**src/rtl/lock_code_driver.sv**
```systemverilog
// lock_code_driver: initiator side of the combination-lock keypad interface.
// Latches an N-digit code on Start, strobes each digit into the lock with a
// one-cycle Enter followed by an idle gap, then waits for LockOpen/LockFail
// (or a timeout) and reports the outcome on Result with a one-cycle Done.
// Optional feature macro: LOCK_DRV_AUTO_RESET_EN adds a RELOCK state that
// pulses LockReset for one cycle after every attempt.
module lock_code_driver #(
    parameter int unsigned NUM_DIGITS = 2,
    parameter int unsigned DIGIT_W    = 4,
    parameter int unsigned GAP_CYCLES = 3,
    parameter int unsigned WAIT_MAX   = 15
) (
    input  logic                          Clock,
    input  logic                          Reset,
    input  logic                          Start,
    input  logic [NUM_DIGITS*DIGIT_W-1:0] Code,
    output logic                          Enter,
    output logic [DIGIT_W-1:0]            Digit,
    input  logic                          LockOpen,
    input  logic                          LockFail,
    output logic                          Busy,
    output logic                          Done,
    output logic [1:0]                    Result,
    output logic                          LockReset
);

    localparam int unsigned IDX_W  = (NUM_DIGITS > 1) ? $clog2(NUM_DIGITS) : 1;
    localparam int unsigned GAP_W  = $clog2(GAP_CYCLES + 1);
    localparam int unsigned WAIT_W = $clog2(WAIT_MAX + 1);

    localparam logic [IDX_W-1:0]  LAST_IDX  = IDX_W'(NUM_DIGITS - 1);
    localparam logic [GAP_W-1:0]  GAP_LAST  = GAP_W'(GAP_CYCLES - 1);
    localparam logic [WAIT_W-1:0] WAIT_LAST = WAIT_W'(WAIT_MAX - 1);

    localparam logic [1:0] RES_NONE    = 2'b00;
    localparam logic [1:0] RES_OPEN    = 2'b01;
    localparam logic [1:0] RES_FAIL    = 2'b10;
    localparam logic [1:0] RES_TIMEOUT = 2'b11;

    typedef enum logic [2:0] {
        StIdle,
        StSend,
        StGap,
        StWait,
        StDone
`ifdef LOCK_DRV_AUTO_RESET_EN
        ,
        StRelock
`endif
    } state_e;

    state_e                                 state_q, state_d;
    logic [NUM_DIGITS-1:0][DIGIT_W-1:0]     code_q, code_d;
    logic [IDX_W-1:0]                       idx_q, idx_d;
    logic [GAP_W-1:0]                       gap_q, gap_d;
    logic [WAIT_W-1:0]                      wait_q, wait_d;
    logic [DIGIT_W-1:0]                     digit_q, digit_d;
    logic [1:0]                             result_q, result_d;

    // State and datapath registers; reset aborts any attempt silently.
    always_ff @(posedge Clock or posedge Reset) begin
        if (Reset) begin
            state_q  <= StIdle;
            code_q   <= '0;
            idx_q    <= '0;
            gap_q    <= '0;
            wait_q   <= '0;
            digit_q  <= '0;
            result_q <= RES_NONE;
        end else begin
            state_q  <= state_d;
            code_q   <= code_d;
            idx_q    <= idx_d;
            gap_q    <= gap_d;
            wait_q   <= wait_d;
            digit_q  <= digit_d;
            result_q <= result_d;
        end
    end

    // Next-state logic: digit sequencing, gap timing and outcome capture.
    always_comb begin
        state_d  = state_q;
        code_d   = code_q;
        idx_d    = idx_q;
        gap_d    = gap_q;
        wait_d   = wait_q;
        digit_d  = digit_q;
        result_d = result_q;

        unique case (state_q)
            StIdle: begin
                if (Start) begin
                    code_d   = Code;
                    result_d = RES_NONE;
                    idx_d    = '0;
                    gap_d    = '0;
                    wait_d   = '0;
                    // Digit is registered so it is already valid during the Enter cycle.
                    digit_d  = code_d[0];
                    state_d  = StSend;
                end
            end
            StSend: begin
                gap_d   = '0;
                state_d = StGap;
            end
            StGap: begin
                if (gap_q == GAP_LAST) begin
                    gap_d = '0;
                    if (idx_q == LAST_IDX) begin
                        wait_d  = '0;
                        state_d = StWait;
                    end else begin
                        idx_d   = idx_q + 1'b1;
                        digit_d = code_q[idx_d];
                        state_d = StSend;
                    end
                end else begin
                    gap_d = gap_q + 1'b1;
                end
            end
            StWait: begin
                // Fail has priority over Open when both are asserted together.
                if (LockFail) begin
                    result_d = RES_FAIL;
                    state_d  = StDone;
                end else if (LockOpen) begin
                    result_d = RES_OPEN;
                    state_d  = StDone;
                end else if (wait_q == WAIT_LAST) begin
                    result_d = RES_TIMEOUT;
                    state_d  = StDone;
                end else begin
                    wait_d = wait_q + 1'b1;
                end
            end
            StDone: begin
`ifdef LOCK_DRV_AUTO_RESET_EN
                state_d = StRelock;
`else
                state_d = StIdle;
`endif
            end
`ifdef LOCK_DRV_AUTO_RESET_EN
            StRelock: begin
                state_d = StIdle;
            end
`endif
            default: begin
                state_d = StIdle;
            end
        endcase
    end

    assign Enter  = (state_q == StSend);
    assign Digit  = digit_q;
    assign Busy   = (state_q != StIdle);
    assign Done   = (state_q == StDone);
    assign Result = result_q;

`ifdef LOCK_DRV_AUTO_RESET_EN
    assign LockReset = (state_q == StRelock);
`else
    assign LockReset = 1'b0;
`endif

endmodule

```
**config.mk**
```make
export PLATFORM = sky130hd
export DESIGN_NAME = lock_code_driver
export DESIGN_NICKNAME = d
export VERILOG_FILES = /design/src/rtl/lock_code_driver.sv
export SDC_FILE = /design/constraint.sdc
export NUM_CORES = 1
export LEC_CHECK = 0
export BUFFER_PORTS_ARGS = -buffer_cell sky130_fd_sc_hd__buf_4
export CAP_MARGIN = 20
export CORE_ASPECT_RATIO = 0.8
export CORE_MARGIN = 10
export CORE_UTILIZATION = 54
export CTS_CLUSTER_SIZE = 8
export DETAILED_ROUTE_END_ITERATION = 7
export PLACE_DENSITY = 0.79
export SYNTH_ARGS = -nofsm -noshare
export SYNTH_HDL_FRONTEND = slang
export SYNTH_SLANG_ARGS = --single-unit
```
**constraint.sdc**
```tcl
create_clock -name Clock -period 1.8 [get_ports Clock]
set_input_delay 0.18 -clock Clock [delete_from_list [all_inputs] [get_ports Clock]]
set_output_delay 0.18 -clock Clock [all_outputs]
set_load 0.01 [all_outputs]
```
======== Word-level counts from Yosys, hierarchy flattened ========
Cells that the tools add are included.
operators by class
  add/subtract/negate cells ............... 3
  order comparisons ....................... 1
  eq/ne operators ......................... 14
  mux-type cells .......................... 31
  reduce and logical (&&, ||, !) cells .... 13
operators by type and width
  kind                                                 number
  two-way mux 4 bit                                    11
  two-way mux 3 bit                                    5
  inequality test 2 bit, second input constant         7
  two-way mux 2 bit                                    6
  case mux 3 bit (4 select lines)                      1
  case mux 4 bit (3 select lines)                      1
  AND reduction 3 bit                                  3
  nonzero test 3 bit                                   3
  case mux 4 bit (2 select lines)                      1
  AND reduction 7 bit                                  1
  equality test 3 x 2 -> 1 bit, second input constant  2
  case mux 2 bit (3 select lines)                      1
  adder 4 x 1 -> 4 bit, second input constant          1
  equality test 4 bit, second input constant           1
  inequality test 4 bit, second input constant         1
  case mux 2 bit (2 select lines)                      1
  AND reduction 2 bit                                  2
  AND reduction 4 bit                                  1
  nonzero test 2 bit                                   2
  equality test 3 x 1 -> 1 bit, second input constant  1
  equality test 3 bit, second input constant           1
  zero test 3 bit                                      1
  two-way mux 1 bit                                    3
  adder 2 x 1 -> 2 bit, second input constant          1
  other kinds (4)                                      4
storage, ports and cells
  register bits ........................... 24
  output and inout bits ................... 10
  logic and storage cells ................. 70

======== Logic depth before layout (Yosys ltp) ========
  word-level depth ........................ 6
  gate-level depth with buffers ........... 6

======== Worst setup path after synthesis ========
OpenSTA, ideal clock, no wires.
  kind .................................... register to register
  from .................................... reg wait_q[0]
  to ...................................... reg wait_q[0]
  setup time .............................. 118 ps
  arrival ................................. 1512 ps
  data required time ...................... 1682 ps
  setup slack ............................. 170 ps
  stages on the path, launching flop included .. 7
  buffers on the path ..................... 0
  clock period less this slack ............ 1630 ps
  path through ............................ dfrtp_1 > inv_1 > ha_1 > a311oi_2 > nand4b_2 > a21o_1 > a21o_1
on the way
  word-level cells in the longest chain between the ends .. 5
  elaborated cells between the ends (all ways) .. 8
  classes of those cells .................. 1 x add/sub; 2 x eq/ne; 4 x mux; 1 x reduce/logical
RTL lines
  element                          RTL line  RTL
  start: declaration               56        logic [WAIT_W-1:0] wait_q, wait_d;
  start signal: assignment         75        wait_q <= wait_d;
  adder 4 x 1 -> 4 bit             135       wait_d = wait_q + 1'b1;
  two-way mux 4 bit                131       end else if (wait_q == WAIT_LAST) begin
  two-way mux 4 bit                128       end else if (LockOpen) begin
  two-way mux 4 bit                125       if (LockFail) begin
  case mux 4 bit (3 select lines)  91        unique case (state_q)
Several ways; a longest one is shown, not always the timed one. The select of a mux whose other input is x is not followed.
A chain may end at the register's enable or synchronous reset.

======== Final worst setup path ========
Same ends and word-level chain as after synthesis.

==> results.sh <==
export IMPL_internal_power_mw=1.57
export IMPL_path_cells="inv_1 -> ha_1 -> a311oi_2 -> nand4b_2 -> a21o_1 -> a21o_1"
export IMPL_grt_overflow=0
export IMPL_routabilityCongestion=0.858
export IMPL_cts_tree="done"
export IMPL_dieArea_sq_mm=0.00470
export IMPL_first_global_vias=988
export IMPL_drive_gt1_frac=0.295
export IMPL_cts_root_buf="clkbuf_4"
export IMPL_route_detailed_drc=0
export IMPL_cts_max_path_buffers=2
export IMPL_drt_iter0_drc=74
export IMPL_grtUsageTotal=0.120
export IMPL_crit_top_cell="a21o_1"
export IMPL_max_cap_violations=0
export IMPL_post_route_period_util=0.922
export IMPL_synth_nets=138
export IMPL_p_leak_nw=0.728
export IMPL_portBuffers=21
export IMPL_synth_warnings=0
export IMPL_area_growth_pct=20.1
export IMPL_finalCriticalPeriod_ns=1.66
export IMPL_core_area_sq_mm=0.00220
export IMPL_slew_viol_final=0
export IMPL_rsz0062_at_grt="false"
export IMPL_switching_share=0.378
export IMPL_cpPeakStageDelay_ns=0.39
export IMPL_crit_path_end_kind="flop"
export IMPL_synth_ff_type="dfrtp_1"
export IMPL_worstPathArrival_ns=1.88
export IMPL_max_slew_margin=0.645
export IMPL_antenna_found_initial=0
export IMPL_synth_yosys_seq_area_share=0.474
export IMPL_nets=165
export IMPL_worst_slew_pin_slew_ns=0.533
export IMPL_cts_sinks=24
export IMPL_cp_required_ns=2.02
export IMPL_synth_top_cell_area_share=0.474
export IMPL_setup_violations=0
export IMPL_clk_pin_slew_ns=0.12
export IMPL_hpwl_um=2100
export IMPL_synth_area_sq_mm=0.00127
export IMPL_async_flop_share=1.00
export IMPL_diodes=0
export IMPL_worstSetupStartpointType="flop"
export IMPL_viasPerCell=5.82
export IMPL_die_w_um=74.2
export IMPL_path_class="flop to flop"
export IMPL_first_pass_iters=4
export IMPL_worstHoldPathType="primary input to flop"
export IMPL_insertion_delay_ns=0.31
export IMPL_final_setup_skew_ns=0.00106
export IMPL_post_route_util=0.693
export IMPL_synth_top_area_cell="dfrtp_1"
export IMPL_avgSynthCellArea_sq_um=10.3
export IMPL_worst_r2r_setup_slack_ns=0.14
export IMPL_peakVddDrop_v=0.00134
export IMPL_htreeDepth=1
export IMPL_synth_cells=123
export IMPL_grt_max_degree=25
export IMPL_ant_nets=0
export IMPL_switchingPower_mw=0.954
export IMPL_r2r_cells=6
export IMPL_synthTopCellsByArea="dfrtp_1, mux2_2, nand2_1, mux2i_1, o21ai_0"
export IMPL_wl_per_cell_um=15.9
export IMPL_numCtsBuffers=3
export IMPL_comb_power_share=0.436
export IMPL_fin_setup_tns_ns=0
export IMPL_wl_um=2770
export IMPL_max_freq_mhz=603
export IMPL_ios=23
export IMPL_final_hold_viol_count=0
export IMPL_grt_pass1_wl_um=4570
export IMPL_synth_edf_count=0
export IMPL_outcome="completed"
export IMPL_initial_core_util=0.577
export IMPL_cpMaxStageDelayCell="dfrtp_1"
export IMPL_worst_hold_path_num_cells=2
export IMPL_ys_ff_latch=24
export IMPL_rows=15
export IMPL_final_common_cell="buf_4"
export IMPL_final_cell_mix="buf_4, dfrtp_1, nand2_1"
export IMPL_fp_dieH_um=63.3
export IMPL_num_vias=1013
export IMPL_clkPwrFrac=0.152
export IMPL_ys_types=36
export IMPL_power_per_cell_area_mw_per_mm2=1660
export IMPL_power_frac_seq=0.412
export IMPL_crit_fanout=3
-- layout make-up --
cell class                 instances  area (sq um)
multi-input combinational         88           611
fill                             168           673
sequential                        24           601
tap                               25          31.3
clock inverter                     1          30.0
timing repair buffer              27           205
clock buffer                       3          22.5
inverter                           6          22.5
-- routing by layer --
metal | up-vias | global-route usage | share of wire | routed length, um
li1 | 490 | - | - | -
met1 | 480 | 0.156 | 0.43 | 1200
met2 | 39 | 0.176 | 0.47 | 1310
met3 | 4 | 0.0485 | 0.081 | 224
met4 | 0 | 0.0349 | 0.014 | 38
met5 | - | 0 | 0 | 0
-- through the flow --
stage / hold slack [ns] / cells / area [sq um] / total power [mW] / setup WS (ns)
after floorplan: 0.195 / 123 / 1270 / 1.77 / 0.170
after global placement: 0.244 / 168 / 1450 / 2.07 / 0.205
after detailed placement: 0.260 / 168 / 1450 / 2.14 / 0.122
after CTS: 0.0782 / 173 / 1510 / 2.53 / 0.0976
after global routing: 0.0664 / 174 / 1520 / 2.72 / 0.0256
final: 0.0887 / 174 / 1520 / 2.52 / 0.141
-- cells in the mapped netlist, drive strengths merged, types with 3 or more instances --
cell,instances
buf,4
mux2i,5
dfrtp,24
nand2,17
a21o,3
a21oi,5
nor2,6
inv,6
nor3b,3
o21ai,14
mux2,8
-- timing repair --
action	4_1_cts	5_1_grt
resized for setup	0	1
hold buffers	1	0
endpoints found under the hold margin	24	0
endpoints found under the setup margin	0	2
buffers inserted	0	1
-- flip-flops by register name, indices dropped and copies added (netlist names) --
| register | flops |
|---|---|
| code_q | 8 |
| idx_q | 1 |
| Digit | 4 |
| state_q | 3 |
| wait_q | 4 |
| Result | 2 |
| gap_q | 2 |
-- final timing paths --
kind / to / from
max in group asynchronous: gap_q[0] / Reset
hold reg to reg: Digit[3] / Digit[3]
setup / recovery: wait_q[0] / wait_q[0]
min in group asynchronous: code_q[0] / Reset
setup reg to reg: wait_q[0] / wait_q[0]
hold / removal: code_q[6] / Code[6]
-- worst max-delay path: cells and delay by family (launching register included) --
kind | cells | cell delay [ns]
buffers and inverters | 1 | 0.05
AND/OR/NAND/NOR | 1 | 0.16
flip-flops | 1 | 0.39
adder cells (fa/ha/maj) | 1 | 0.20
AO/OA/AOI/OAI | 3 | 0.77
-- logic make-up after synthesis --
| group | after synthesis | synth area share |
|---|---|---|
| compound gates | 31 | 0.158 |
| fa+ha+maj | 2 | 0.0197 |
| buf+inv | 11 | 0.0464 |
| flops | 24 | 0.474 |
| mux | 13 | 0.111 |
| other cells | 1 | 0.00296 |
| simple gates | 41 | 0.189 |
-- power by group through the flow --
stage                     sequential, mW  combinational [mW]  clock [mW]
after global placement              1.02                1.05           0
after detailed placement            1.05                1.09           0
final                               1.04                1.10       0.383
after floorplan                    0.951               0.815           0
after CTS                           1.04                1.10       0.394
after global routing                1.08                1.23       0.417
(Power assumes the default switching activity.)
